--- src/rtl/pc_sequencer_pkg.sv ---
// Shared definitions for the NPC instruction sequencer.
package pc_sequencer_pkg;

   // PC loaded on reset.
   localparam logic [31:0] NPC_RESET_PC = 32'h8000_0000;

   // Canonical nop (addi x0, x0, 0).
   localparam logic [31:0] INST_NOP = 32'h0000_0013;

   // Sequencer states: one instruction walks FETCH -> WAIT -> EXEC.
   typedef enum logic [1:0] {
      StFetch = 2'd0,
      StWait  = 2'd1,
      StExec  = 2'd2,
      StHalt  = 2'd3
   } state_e;

endpackage

--- src/rtl/pc_next_calc.sv ---
// Next-PC adder: (a_src ? imm : 4) + (b_src ? rs1 : pc), with jalr bit-0 clear
// and a misalignment flag on the resulting target.
module pc_next_calc #(
   parameter int unsigned XLEN = 32
) (
   input  logic [XLEN-1:0] pc,
   input  logic [XLEN-1:0] imm,
   input  logic [XLEN-1:0] rs1_data,
   input  logic            pc_a_src,
   input  logic            pc_b_src,
   output logic [XLEN-1:0] next_pc,
   output logic            misaligned
);

   logic [XLEN-1:0] op_a;
   logic [XLEN-1:0] op_b;

   // Select adder operands, add modulo 2^XLEN, then apply jalr masking.
   always_comb begin
      op_a    = pc_a_src ? imm : XLEN'(4);
      op_b    = pc_b_src ? rs1_data : pc;
      next_pc = op_a + op_b;
      if (pc_b_src) begin
         next_pc[0] = 1'b0;
      end
      misaligned = (next_pc[1:0] != 2'b00);
   end

endmodule

--- src/rtl/pc_sequencer.sv ---
// Multi-cycle instruction sequencer: owns the PC, fetches over a valid/ready
// request + valid-only response port, holds the instruction during execute and
// advances the PC from the branch-condition selects.
module pc_sequencer
   import pc_sequencer_pkg::*;
#(
   parameter int unsigned     XLEN     = 32,
   parameter logic [XLEN-1:0] RESET_PC = XLEN'(NPC_RESET_PC)
) (
   input  logic            clk,
   input  logic            rst,
   output logic            ifu_req_valid,
   input  logic            ifu_req_ready,
   output logic [XLEN-1:0] ifu_req_addr,
   input  logic            ifu_rsp_valid,
   input  logic            ifu_rsp_err,
   input  logic [31:0]     ifu_rsp_inst,
   output logic [31:0]     inst,
   output logic            inst_valid,
   input  logic            exu_done,
   input  logic            pc_a_src,
   input  logic            pc_b_src,
   input  logic [XLEN-1:0] imm,
   input  logic [XLEN-1:0] rs1_data,
   input  logic            halt_req,
   output logic [XLEN-1:0] pc,
   output logic            commit,
   output logic            halted,
   output logic            fault
);

   state_e          state_q, state_d;
   logic [XLEN-1:0] pc_q;
   logic [31:0]     inst_q;
   logic            commit_q;
   logic            fault_q;

   logic [XLEN-1:0] next_pc;
   logic            misaligned;
   logic            rsp_take;
   logic            exec_fire;

   pc_next_calc #(
      .XLEN (XLEN)
   ) u_next (
      .pc         (pc_q),
      .imm        (imm),
      .rs1_data   (rs1_data),
      .pc_a_src   (pc_a_src),
      .pc_b_src   (pc_b_src),
      .next_pc    (next_pc),
      .misaligned (misaligned)
   );

   // Responses count only in WAIT; execute results only in EXEC.
   always_comb begin
      rsp_take  = (state_q == StWait) && ifu_rsp_valid;
      exec_fire = (state_q == StExec) && exu_done;
   end

   // Next-state decode.
   always_comb begin
      state_d = state_q;
      unique case (state_q)
         StFetch: if (ifu_req_ready) state_d = StWait;
         StWait:  if (ifu_rsp_valid) state_d = ifu_rsp_err ? StHalt : StExec;
         StExec:  if (exu_done) state_d = (misaligned || halt_req) ? StHalt : StFetch;
         StHalt:  state_d = StHalt;
         default: state_d = StHalt;
      endcase
   end

   // State, PC, instruction latch and sticky flags; reset overrides all.
   always_ff @(posedge clk) begin
      if (rst) begin
         state_q  <= StFetch;
         pc_q     <= RESET_PC;
         inst_q   <= 32'h0;
         commit_q <= 1'b0;
         fault_q  <= 1'b0;
      end else begin
         state_q  <= state_d;
         commit_q <= exec_fire && !misaligned;
         if (exec_fire && !misaligned && !halt_req) begin
            pc_q <= next_pc;
         end
         if (rsp_take && !ifu_rsp_err) begin
            inst_q <= ifu_rsp_inst;
         end
         if ((rsp_take && ifu_rsp_err) || (exec_fire && misaligned)) begin
            fault_q <= 1'b1;
         end
      end
   end

   // Outputs come from registers or the state register; request is masked in reset.
   always_comb begin
      ifu_req_valid = (state_q == StFetch) && !rst;
      ifu_req_addr  = pc_q;
      inst          = inst_q;
      inst_valid    = (state_q == StExec);
      pc            = pc_q;
      commit        = commit_q;
      halted        = (state_q == StHalt);
      fault         = fault_q;
   end

endmodule

--- config.mk ---
export PLATFORM = sky130hd
export DESIGN_NAME = pc_sequencer
export DESIGN_NICKNAME = d
export VERILOG_FILES = /design/src/rtl/pc_sequencer_pkg.sv /design/src/rtl/pc_next_calc.sv /design/src/rtl/pc_sequencer.sv
export SDC_FILE = /design/constraint.sdc
export NUM_CORES = 1
export LEC_CHECK = 0
export CAP_MARGIN = 0
export CORE_UTILIZATION = 44
export DETAILED_ROUTE_END_ITERATION = 10
export PLACE_DENSITY_LB_ADDON = 0.15
export SYNTH_ARGS = -nofsm -noshare
export SYNTH_HDL_FRONTEND = slang
export SYNTH_SLANG_ARGS = --single-unit
--- constraint.sdc ---
create_clock -name clk -period 3.4 [get_ports clk]
set_input_delay 0.34 -clock clk [delete_from_list [all_inputs] [get_ports clk]]
set_output_delay 0.34 -clock clk [all_outputs]
set_load 0.01 [all_outputs]
Yosys cells after proc, flatten, opt, wreduce, memory -nomap -nowiden
Index checks and enable logic that the tools add are counted.
W data, S select, Z words.
{ "classes": {"n_mul": 0, "mux": 9, "div": 0, "reduce_logical": 17, "eq_ne": 6, "n_shift": 0, "n_lt_le_gt_ge": 0, "n_addsub": 1, "bitwise": 0} }
{ "ops": {"columns": ["op", "n"], "rows": [
  ["$mux W32", 2],
  ["$add A32 B32 Y32", 1],
  ["$logic_and A1 B1 Y1", 8],
  ["$mux W2", 4],
  ["$pmux W2 S4", 1],
  ["$eq A2 B2 Y1 const B", 2],
  ["$logic_not A1 Y1", 4],
  ["$ne A2 B2 Y1 const B", 2],
  ["$reduce_and A3 Y1", 1],
  ["$eq A2 B1 Y1 const B", 1],
  ["$logic_not A2 Y1", 1],
  ["$logic_or A1 B1 Y1", 2],
  ["$mux W1", 2],
  ["$ne A2 B1 Y1 const B", 1],
  ["$reduce_bool A2 Y1", 1]
]} }
{ "totals": {"elab_cells": 38, "regBits": 68, "latchBits": 0, "mem_count": 0, "ramBits": 0, "out_inout_bits": 101, "inputBits": 105, "romBits": 0} }

Logic depth before layout (Yosys ltp)
Gate-level depths: netlist (run 1).
{ "logic_depth": {"depth_word": 8, "mapped_depth": 12} }

By module
A second synthesis (run 1) with hierarchy kept.
{ "unflattened": {"cells_unflattened": 656, "hier_area_um2": 5322.6} }
{ "modules_own_cells": {"columns": ["module", "seq_area_each_um2", "n_inst", "area_per_inst_um2", "cells_each"], "rows": [
  ["pc_sequencer", 1361.3, 1, 3031.7, 335],
  ["pc_next_calc", 0.0, 1, 2290.9, 321]
]} }

Worst setup path before layout (run 1)
No wires, ideal clock.
{ "synth_path": {"path_kind": "input -> register", "startpoint": "input port pc_b_src", "endpoint": "register pc_q[28], in the netlist ifu_req_addr[28]", "arrival_time_ns": 3.132, "required_ns": 3.338, "path_stages": 10, "setup_slack_ns": 0.206, "path_cell_list": "buf_2 > clkbuf_1 > mux2_2 > ha_1 > fa_1 > a21o_1 > nor3_2 > nand2_1 > or4_1 > nand3_1"} }
{ "synth_between": {"elab_cells_between_ends": 7, "classes_between": "1 x add/sub; 2 x mux; 4 x reduce/logical"} }
{ "synth_lines": {"columns": ["element", "line", "text"], "rows": [
  ["from (decl)", "pc_sequencer.sv:22", "input logic pc_b_src,"],
  ["$mux W32", "pc_next_calc.sv:21", "op_b = pc_b_src ? rs1_data : pc;"],
  ["$add A32 B32 Y32", "pc_next_calc.sv:22", "next_pc = op_a + op_b;"],
  ["net next_pc[1]", "pc_sequencer.sv:38", "logic [XLEN-1:0] next_pc;"],
  ["$reduce_bool A2 Y1", "pc_next_calc.sv:26", "misaligned = (next_pc[1:0] != 2'b00);"],
  ["$logic_not A1 Y1", "pc_sequencer.sv:84", "if (exec_fire && !misaligned && !halt_req) begin"],
  ["$logic_and A1 B1 Y1 (2 in series)", "pc_sequencer.sv:84", null],
  ["to (signal assigned)", "pc_sequencer.sv:85", "pc_q <= next_pc;"],
  ["to (decl)", "pc_sequencer.sv:33", "logic [XLEN-1:0] pc_q;"]
]} }
The timed path passes the listed nets, and every way through them passes these cells.
A chain may end at the register's enable or synchronous reset.

Worst setup path in the final report (run 1)
{ "layout_path": {"startpoint": "input port pc_a_src", "endpoint": "register pc_q[25], in the netlist ifu_req_addr[25]"} }
{ "layout_between": {"elab_chain_len": 7} }
{ "layout_lines": {"columns": ["element", "line", "text"], "rows": [
  ["from (decl)", "pc_sequencer.sv:21", "input logic pc_a_src,"],
  ["$mux W32 *", "pc_next_calc.sv:20", "op_a = pc_a_src ? imm : XLEN'(4);"],
  ["$add A32 B32 Y32 *", "pc_next_calc.sv:22", null],
  ["$mux W1", "pc_next_calc.sv:23", "if (pc_b_src) begin"],
  ["$reduce_bool A2 Y1", "pc_next_calc.sv:26", null],
  ["$logic_not A1 Y1", "pc_sequencer.sv:84", null],
  ["$logic_and A1 B1 Y1 (2 in series)", "pc_sequencer.sv:84", null]
]} }
Every way passes the cells marked *; elsewhere a longest branch is shown, timed or not.

==> results of run 1 <==
-- final cells by class --
type | count | area [sq um]
Inverter | 14 | 52.6
Sequential cell | 68 | 1360
Tap cell | 140 | 175
Fill cell | 978 | 3730
Multi-Input combinational cell | 495 | 3230
Clock buffer | 9 | 225
Timing Repair Buffer | 220 | 2150
Clock inverter | 7 | 52.6
-- kinds of logic (layout without fill, tap and decap cells) --
group / Yosys count / in the layout / share of synthesized area (%)
xor gates and xnor gates: 17 / 17 / 2.97
DFF: 68 / 68 / 27.1
buffers and inverters: 80 / 250 / 8.58
and+or+nand+nor: 239 / 239 / 23.1
adders and majority gates: 32 / 32 / 8.13
muxes: 34 / 34 / 7.56
AOI/OAI and AO/OA: 173 / 173 / 22.5
-- synth_stat cells, drive strengths merged, types with 2 or more instances --
library cell	number
a21oi	78
o211ai	6
a22oi	2
a41oi	2
xnor2	9
inv	14
a21boi	2
or3	6
nor2	20
o31ai	3
buf	41
nand4	9
a221oi	2
nand2b	2
xor2	8
nor4	4
nand3	12
and3	10
mux2i	3
a21o	12
or4	2
nor2b	3
o21bai	2
nand2	120
mux2	31
dfxtp	68
a31oi	7
o21a	6
clkbuf	25
o2111ai	3
and2	34
nor3b	2
a211oi	8
o21ai	31
ha	31
nor3	10
-- flip-flops by register name, summed over array words and instances, names as in the netlist --
signal        cells
ifu_req_addr     32
inst             32
state_q           2
commit            1
fault             1
-- worst max-delay path: cells and delay by family --
family | cells | cell delay, ns
AOI/OAI and AO/OA | 6 | 1.34
adders and majority gates | 1 | 0.29
buffers and inverters | 2 | 0.81
and+or+nand+nor | 2 | 0.53
-- routing by layer --
layer,GRT usage [%],wire length [microns]
met2,45.0,7350
met3,5.20,1040
met1,34.0,6830
met5,0,0
met4,8.40,334
-- through the flow --
step           worst slack (ns)  hold WS (ns)  instance area (sq um)
6_report                  0.291         0.453                   7250
5_1_grt                   0.123         0.471                   7250
3_5_place_dp             0.0239         0.447                   6970
4_1_cts                   0.336         0.448                   7250
3_3_place_gp              0.131         0.442                   6970
2_1_floorplan             0.206         0.476                   5020
-- report_power, final --
part           switching [mW]  leakage, nW  internal (mW)
combinational           0.266         2.10          0.281
sequential             0.0131        0.550          0.814
clock                   0.364        0.136          0.497
-- worst min path at each step --
stage / cells after the start / end
final: 2 / ifu_req_addr[4]
after global routing: 2 / inst[9]
after CTS: 2 / ifu_req_addr[5]
after detailed placement: 2 / inst[17]
after global placement: 2 / inst[18]
after floorplan: 2 / inst[0]
==> run_summary.xml, run 1 <==
<?xml version="1.0" encoding="UTF-8"?>
<metrics>
  <group name="yosys">
    <metric name="yosys.area.top_type_share" unit="%">27.1</metric>
    <metric name="synth_cell_type_count" unit="">71</metric>
    <metric name="synth_top_area_cell" unit="">dfxtp_1</metric>
    <metric name="edff_count_synth" unit="">0</metric>
    <metric name="avgSynthCellArea" unit="sq um">7.80</metric>
    <metric name="synth_nets" unit="">780</metric>
    <metric name="postSynthCellCount" unit="">643</metric>
    <metric name="postSynth.topFlopCell" unit="">dfxtp_1</metric>
    <metric name="async_reset_ff_share" unit="%">0</metric>
    <metric name="synth.yosys.warnings" unit="">0</metric>
    <metric name="yosys_register_bits" unit="">68</metric>
    <metric name="synth.area.top_cells" unit="">dfxtp_1 (27%), nand2_1 (9.0%), ha_1 (7.7%), a21oi_1 (7.7%), mux2_2 (7.0%)</metric>
    <metric name="synth_sequential_area_ratio" unit="%">27.1</metric>
    <metric name="synthesis.area" unit="sq um">5020</metric>
  </group>
  <group name="worst_setup_path">
    <metric name="startpoint_type" unit="">input pin</metric>
    <metric name="critPathMaxFanout" unit="">30</metric>
    <metric name="rr_startpoint" unit="">ifu_req_addr[0]</metric>
    <metric name="crit_arrival" unit="ns">3.33</metric>
    <metric name="crit_path_frequent_cell" unit="">a21oi_1</metric>
    <metric name="end_kind" unit="">flop</metric>
    <metric name="required" unit="ns">3.62</metric>
    <metric name="setup.worst_path.start" unit="">pc_a_src</metric>
    <metric name="reg2reg_to" unit="">ifu_req_addr[28]</metric>
    <metric name="critical_path.max_stage_delay" unit="ns">0.51</metric>
    <metric name="cell_chain_critical_path" unit="">clkdlybuf4s50_1, buf_4, and2_1, ha_1, a21oi_1, o221ai_1, a21oi_1, a21oi_1, o21a_1, or3_1, a32o_1</metric>
    <metric name="worstRegToRegCells" unit="">8</metric>
    <metric name="timing.critical_path.slowest_stage_cell" unit="">clkdlybuf4s50_1</metric>
    <metric name="worst-r2r-setup-slack" unit="ns">0.59</metric>
    <metric name="worst-setup-path-type" unit="">input pin to flop</metric>
    <metric name="critPathCapture" unit="">ifu_req_addr[25]</metric>
  </group>
  <group name="clock_tree">
    <metric name="clk_pin_slew" unit="ns">0.06</metric>
    <metric name="worstSkewPairLatency" unit="ns">0.33</metric>
    <metric name="cts_hold_buffers" unit="">0</metric>
    <metric name="cts-htree-levels" unit="">3</metric>
    <metric name="cts_buffer_depth" unit="">2</metric>
    <metric name="tritoncts" unit="">yes</metric>
    <metric name="clockRootBuffer" unit="">clkbuf_16</metric>
    <metric name="cts_resized" unit="">0</metric>
    <metric name="clock_sinks" unit="">68</metric>
    <metric name="cts.repair_timing.setup_buffer_count" unit="">0</metric>
    <metric name="numCtsBuffers" unit="">9</metric>
  </group>
  <group name="timing">
    <metric name="fin_worst_skew" unit="ns">0.00787</metric>
    <metric name="final_period_minus_worst_setup_slack" unit="ns">3.11</metric>
    <metric name="final_hold_viol_count" unit="">0</metric>
    <metric name="finalSetupTns" unit="ns">0</metric>
    <metric name="rsz0062_at_grt" unit="">no</metric>
    <metric name="final-max-slew-violation-count" unit="">0</metric>
    <metric name="slew_headroom" unit="%">25.5</metric>
    <metric name="setup_viol_count_final" unit="">0</metric>
    <metric name="fmaxAchievable" unit="MHz">322</metric>
    <metric name="max_slew.worst_pin.slew" unit="ns">1.11</metric>
    <metric name="share_of_the_clock_period_used_by_the_worst_path" unit="%">91.4</metric>
  </group>
  <group name="drt">
    <metric name="wire_per_inst" unit="microns">16.3</metric>
    <metric name="total_vias_in_the_final_route" unit="">5261</metric>
    <metric name="drt-vias-per-instance" unit="">5.52</metric>
    <metric name="route.final.wire_length" unit="mm">15.6</metric>
    <metric name="detail-route-antenna-nets" unit="">0</metric>
    <metric name="drt_pre_antenna_iters" unit="">6</metric>
    <metric name="drc" unit="">0</metric>
    <metric name="detailedRoute.firstIterationViolations" unit="">343</metric>
  </group>
  <group name="power">
    <metric name="p_per_area" unit="nW/um^2">308</metric>
    <metric name="totalPowerFinal" unit="mW">2.24</metric>
    <metric name="worst_ir_drop_on_vdd" unit="mV">0.186</metric>
    <metric name="leakagePower" unit="nW">2.78</metric>
  </group>
  <group name="place">
    <metric name="post_dp_hpwl" unit="mm">12.1</metric>
    <metric name="global_placer_s_final_weighted_congestion" unit="">0.866</metric>
    <metric name="placed_cells_incl_taps" unit="">937</metric>
    <metric name="io_buffers" unit="">205</metric>
  </group>
  <group name="flow_run">
    <metric name="cap_viol_max_count" unit="">0</metric>
  </group>
  <group name="finish">
    <metric name="finish.cell_count_without_fillers" unit="">953</metric>
    <metric name="layout.cells.most_common" unit="">clkdlybuf4s50_1</metric>
    <metric name="antenna_diode_count" unit="">0</metric>
    <metric name="most-common-layout-cells" unit="">clkdlybuf4s50_1 (203), nand2_1 (120), a21oi_1 (77)</metric>
    <metric name="design.final.nets" unit="">945</metric>
    <metric name="post_route_cells_drive_above_1_share" unit="%">10.7</metric>
    <metric name="fin_util" unit="%">66.0</metric>
    <metric name="area_delta_synth_final" unit="%">44.5</metric>
  </group>
  <group name="grt">
    <metric name="grt_remaining_overflow" unit="">0</metric>
    <metric name="grt_use_total" unit="%">26.6</metric>
    <metric name="grt_first_pass_wirelength" unit="mm">24.9</metric>
    <metric name="vias_in_the_first_global_route" unit="">5129</metric>
    <metric name="maximum_number_of_pins_on_one_net_before_global_route_repair" unit="">37</metric>
    <metric name="grt_antenna_before_repair" unit="">0</metric>
  </group>
  <group name="run_status">
    <metric name="status" unit="">finished clean</metric>
  </group>
  <group name="floorplan">
    <metric name="ioPinCount" unit="">206</metric>
    <metric name="dieWidth" unit="microns">109</metric>
    <metric name="row_count" unit="">38</metric>
    <metric name="initial_core_util" unit="%">45.7</metric>
    <metric name="die_h" unit="microns">109</metric>
    <metric name="fp.coreArea" unit="sq um">11000</metric>
    <metric name="dieArea" unit="sq um">11800</metric>
  </group>
  <group name="worst_hold_path">
    <metric name="hold_path.startpoint" unit="">rst</metric>
    <metric name="timing.hold.worst.class" unit="">input pin to flop</metric>
  </group>
</metrics>
No activity file was read; power rests on OpenSTA's default activity.
==> run 2: changes to the inputs <==
==> constraint.sdc (replaced) <==
create_clock -name clk -period 3 [get_ports clk]
set_input_delay 0.3 -clock clk [delete_from_list [all_inputs] [get_ports clk]]
set_output_delay 0.3 -clock clk [all_outputs]
set_load 0.01 [all_outputs]
==> run_summary.xml, run 2 (synthesis results as in run 1) <==
<?xml version="1.0" encoding="UTF-8"?>
<metrics>
  <group name="run_status">
    <metric name="status" unit="">finished clean</metric>
  </group>
  <group name="finish">
    <metric name="design.final.nets" unit="">1003</metric>
    <metric name="layout.cells.most_common" unit="">clkdlybuf4s50_1</metric>
    <metric name="post_route_cells_drive_above_1_share" unit="%">16.6</metric>
    <metric name="fin_util" unit="%">70.6</metric>
    <metric name="fillers" unit="">880</metric>
    <metric name="most-common-layout-cells" unit="">clkdlybuf4s50_1 (203), nand2_1 (120), a21oi_1 (77)</metric>
    <metric name="area_delta_synth_final" unit="%">54.5</metric>
  </group>
  <group name="timing">
    <metric name="share_of_the_clock_period_used_by_the_worst_path" unit="%">93.6</metric>
    <metric name="rsz0062_at_grt" unit="">no</metric>
    <metric name="finalHoldWorstSlack" unit="ns">0.336</metric>
    <metric name="fin_worst_skew" unit="ns">0.00925</metric>
    <metric name="final_hold_viol_count" unit="">0</metric>
    <metric name="max_slew.worst_pin.slew" unit="ns">1.04</metric>
    <metric name="layout_setup_ws" unit="ns">0.192</metric>
    <metric name="final-max-slew-violation-count" unit="">0</metric>
    <metric name="slew_headroom" unit="%">31.0</metric>
    <metric name="setup_viol_count_final" unit="">0</metric>
    <metric name="final_period_minus_worst_setup_slack" unit="ns">2.81</metric>
    <metric name="fmaxAchievable" unit="MHz">356</metric>
    <metric name="finalSetupTns" unit="ns">0</metric>
  </group>
  <group name="grt">
    <metric name="grt_use_total" unit="%">27.8</metric>
    <metric name="maximum_number_of_pins_on_one_net_before_global_route_repair" unit="">37</metric>
    <metric name="grt_first_pass_wirelength" unit="mm">25.9</metric>
    <metric name="grt_antenna_before_repair" unit="">0</metric>
    <metric name="vias_in_the_first_global_route" unit="">5351</metric>
    <metric name="grt_remaining_overflow" unit="">0</metric>
  </group>
  <group name="drt">
    <metric name="detail-route-antenna-nets" unit="">0</metric>
    <metric name="drc" unit="">0</metric>
    <metric name="detailedRoute.firstIterationViolations" unit="">245</metric>
    <metric name="drt_pre_antenna_iters" unit="">5</metric>
    <metric name="route.final.wire_length" unit="mm">16.3</metric>
    <metric name="total_vias_in_the_final_route" unit="">5479</metric>
    <metric name="drt-vias-per-instance" unit="">5.41</metric>
    <metric name="wire_per_inst" unit="microns">16.1</metric>
  </group>
  <group name="floorplan">
    <metric name="row_count" unit="">38</metric>
    <metric name="fp.coreArea" unit="sq um">11000</metric>
    <metric name="ioPinCount" unit="">206</metric>
    <metric name="die_h" unit="microns">109</metric>
    <metric name="dieArea" unit="sq um">11800</metric>
    <metric name="dieWidth" unit="microns">109</metric>
    <metric name="initial_core_util" unit="%">45.7</metric>
  </group>
  <group name="place">
    <metric name="io_buffers" unit="">205</metric>
    <metric name="post_dp_hpwl" unit="mm">12.8</metric>
    <metric name="global_placer_s_final_weighted_congestion" unit="">0.923</metric>
    <metric name="dp_slack" unit="ns">-0.101</metric>
  </group>
  <group name="worst_hold_path">
    <metric name="hold_path.startpoint" unit="">rst</metric>
    <metric name="timing.hold.worst.class" unit="">input pin to flop</metric>
  </group>
  <group name="clock_tree">
    <metric name="worstSkewPairLatency" unit="ns">0.33</metric>
    <metric name="tritoncts" unit="">yes</metric>
    <metric name="clk_pin_slew" unit="ns">0.06</metric>
    <metric name="cts.repair_timing.setup_buffer_count" unit="">0</metric>
    <metric name="cts-htree-levels" unit="">3</metric>
    <metric name="cts_hold_buffers" unit="">0</metric>
    <metric name="numCtsBuffers" unit="">9</metric>
    <metric name="clockRootBuffer" unit="">clkbuf_16</metric>
    <metric name="cts_buffer_depth" unit="">2</metric>
    <metric name="cts_resized" unit="">0</metric>
    <metric name="clock_sinks" unit="">68</metric>
  </group>
  <group name="power">
    <metric name="totalPowerFinal" unit="mW">2.76</metric>
    <metric name="p_per_area" unit="nW/um^2">356</metric>
    <metric name="worst_ir_drop_on_vdd" unit="mV">0.305</metric>
    <metric name="leakagePower" unit="nW">3.09</metric>
  </group>
  <group name="worst_setup_path">
    <metric name="worst-r2r-setup-slack" unit="ns">0.29</metric>
    <metric name="setup.worst_path.start" unit="">pc_a_src</metric>
    <metric name="worst-setup-path-type" unit="">input pin to flop</metric>
    <metric name="critPathMaxFanout" unit="">27</metric>
    <metric name="end_kind" unit="">flop</metric>
    <metric name="crit_arrival" unit="ns">3.08</metric>
    <metric name="required" unit="ns">3.27</metric>
    <metric name="rr_startpoint" unit="">ifu_req_addr[0]</metric>
    <metric name="startpoint_type" unit="">input pin</metric>
  </group>
  <group name="flow_run">
    <metric name="cap_viol_max_count" unit="">0</metric>
  </group>
</metrics>
run 2: final cells by class:
| cell class | instances | area, sq um | share of cell area (%) |
|---|---|---|---|
| Multi-Input combinational cell | 495 | 3240 | 41.8 |
| Antenna cell | 1 | 2.50 | 0.0323 |
| Clock buffer | 9 | 225 | 2.91 |
| Tap cell | 140 | 175 | 2.26 |
| Timing Repair Buffer | 278 | 2620 | 33.7 |
| Sequential cell | 68 | 1360 | 17.6 |
| Inverter | 14 | 52.6 | 0.678 |
| Clock inverter | 7 | 82.6 | 1.07 |
run 2: final timing paths:
path,endpoint,cells past startpoint
setup / recovery,ifu_req_addr[16],11
hold / removal,ifu_req_addr[3],2
setup reg to reg,ifu_req_addr[16],10
hold reg to reg,inst[27],2
run 2: worst max-delay path, cell delays in order:
cell	delay, ns
clkdlybuf4s50_1	0.48
buf_12	0.19
and2_1	0.15
ha_1	0.40
nand2_1	0.12
o211ai_2	0.26
a41oi_2	0.21
o21ai_2	0.25
o21ai_1	0.10
a2111oi_0	0.43
a311o_1	0.18
run 2: metal layers:
metal	track usage, %	wire [microns]	vias up
met5	0	0	-
met4	12.0	409	0
met3	4.18	965	31
met2	48.2	7840	199
met1	34.0	7120	2554
li1	-	-	2695
run 2: where the power goes:
group          internal, mW  leakage, nW  switching [mW]
combinational         0.386         2.39           0.323
sequential            0.923        0.550          0.0146
clock                 0.659        0.145           0.455
run 2: through the flow:
| step | area, sq um | std cells |
|---|---|---|
| after CTS | 7750 | 1011 |
| final | 7750 | 1012 |
| after global routing | 7750 | 1011 |
| after global placement | 7440 | 995 |
| after detailed placement | 7440 | 995 |
| after floorplan | 5020 | 643 |
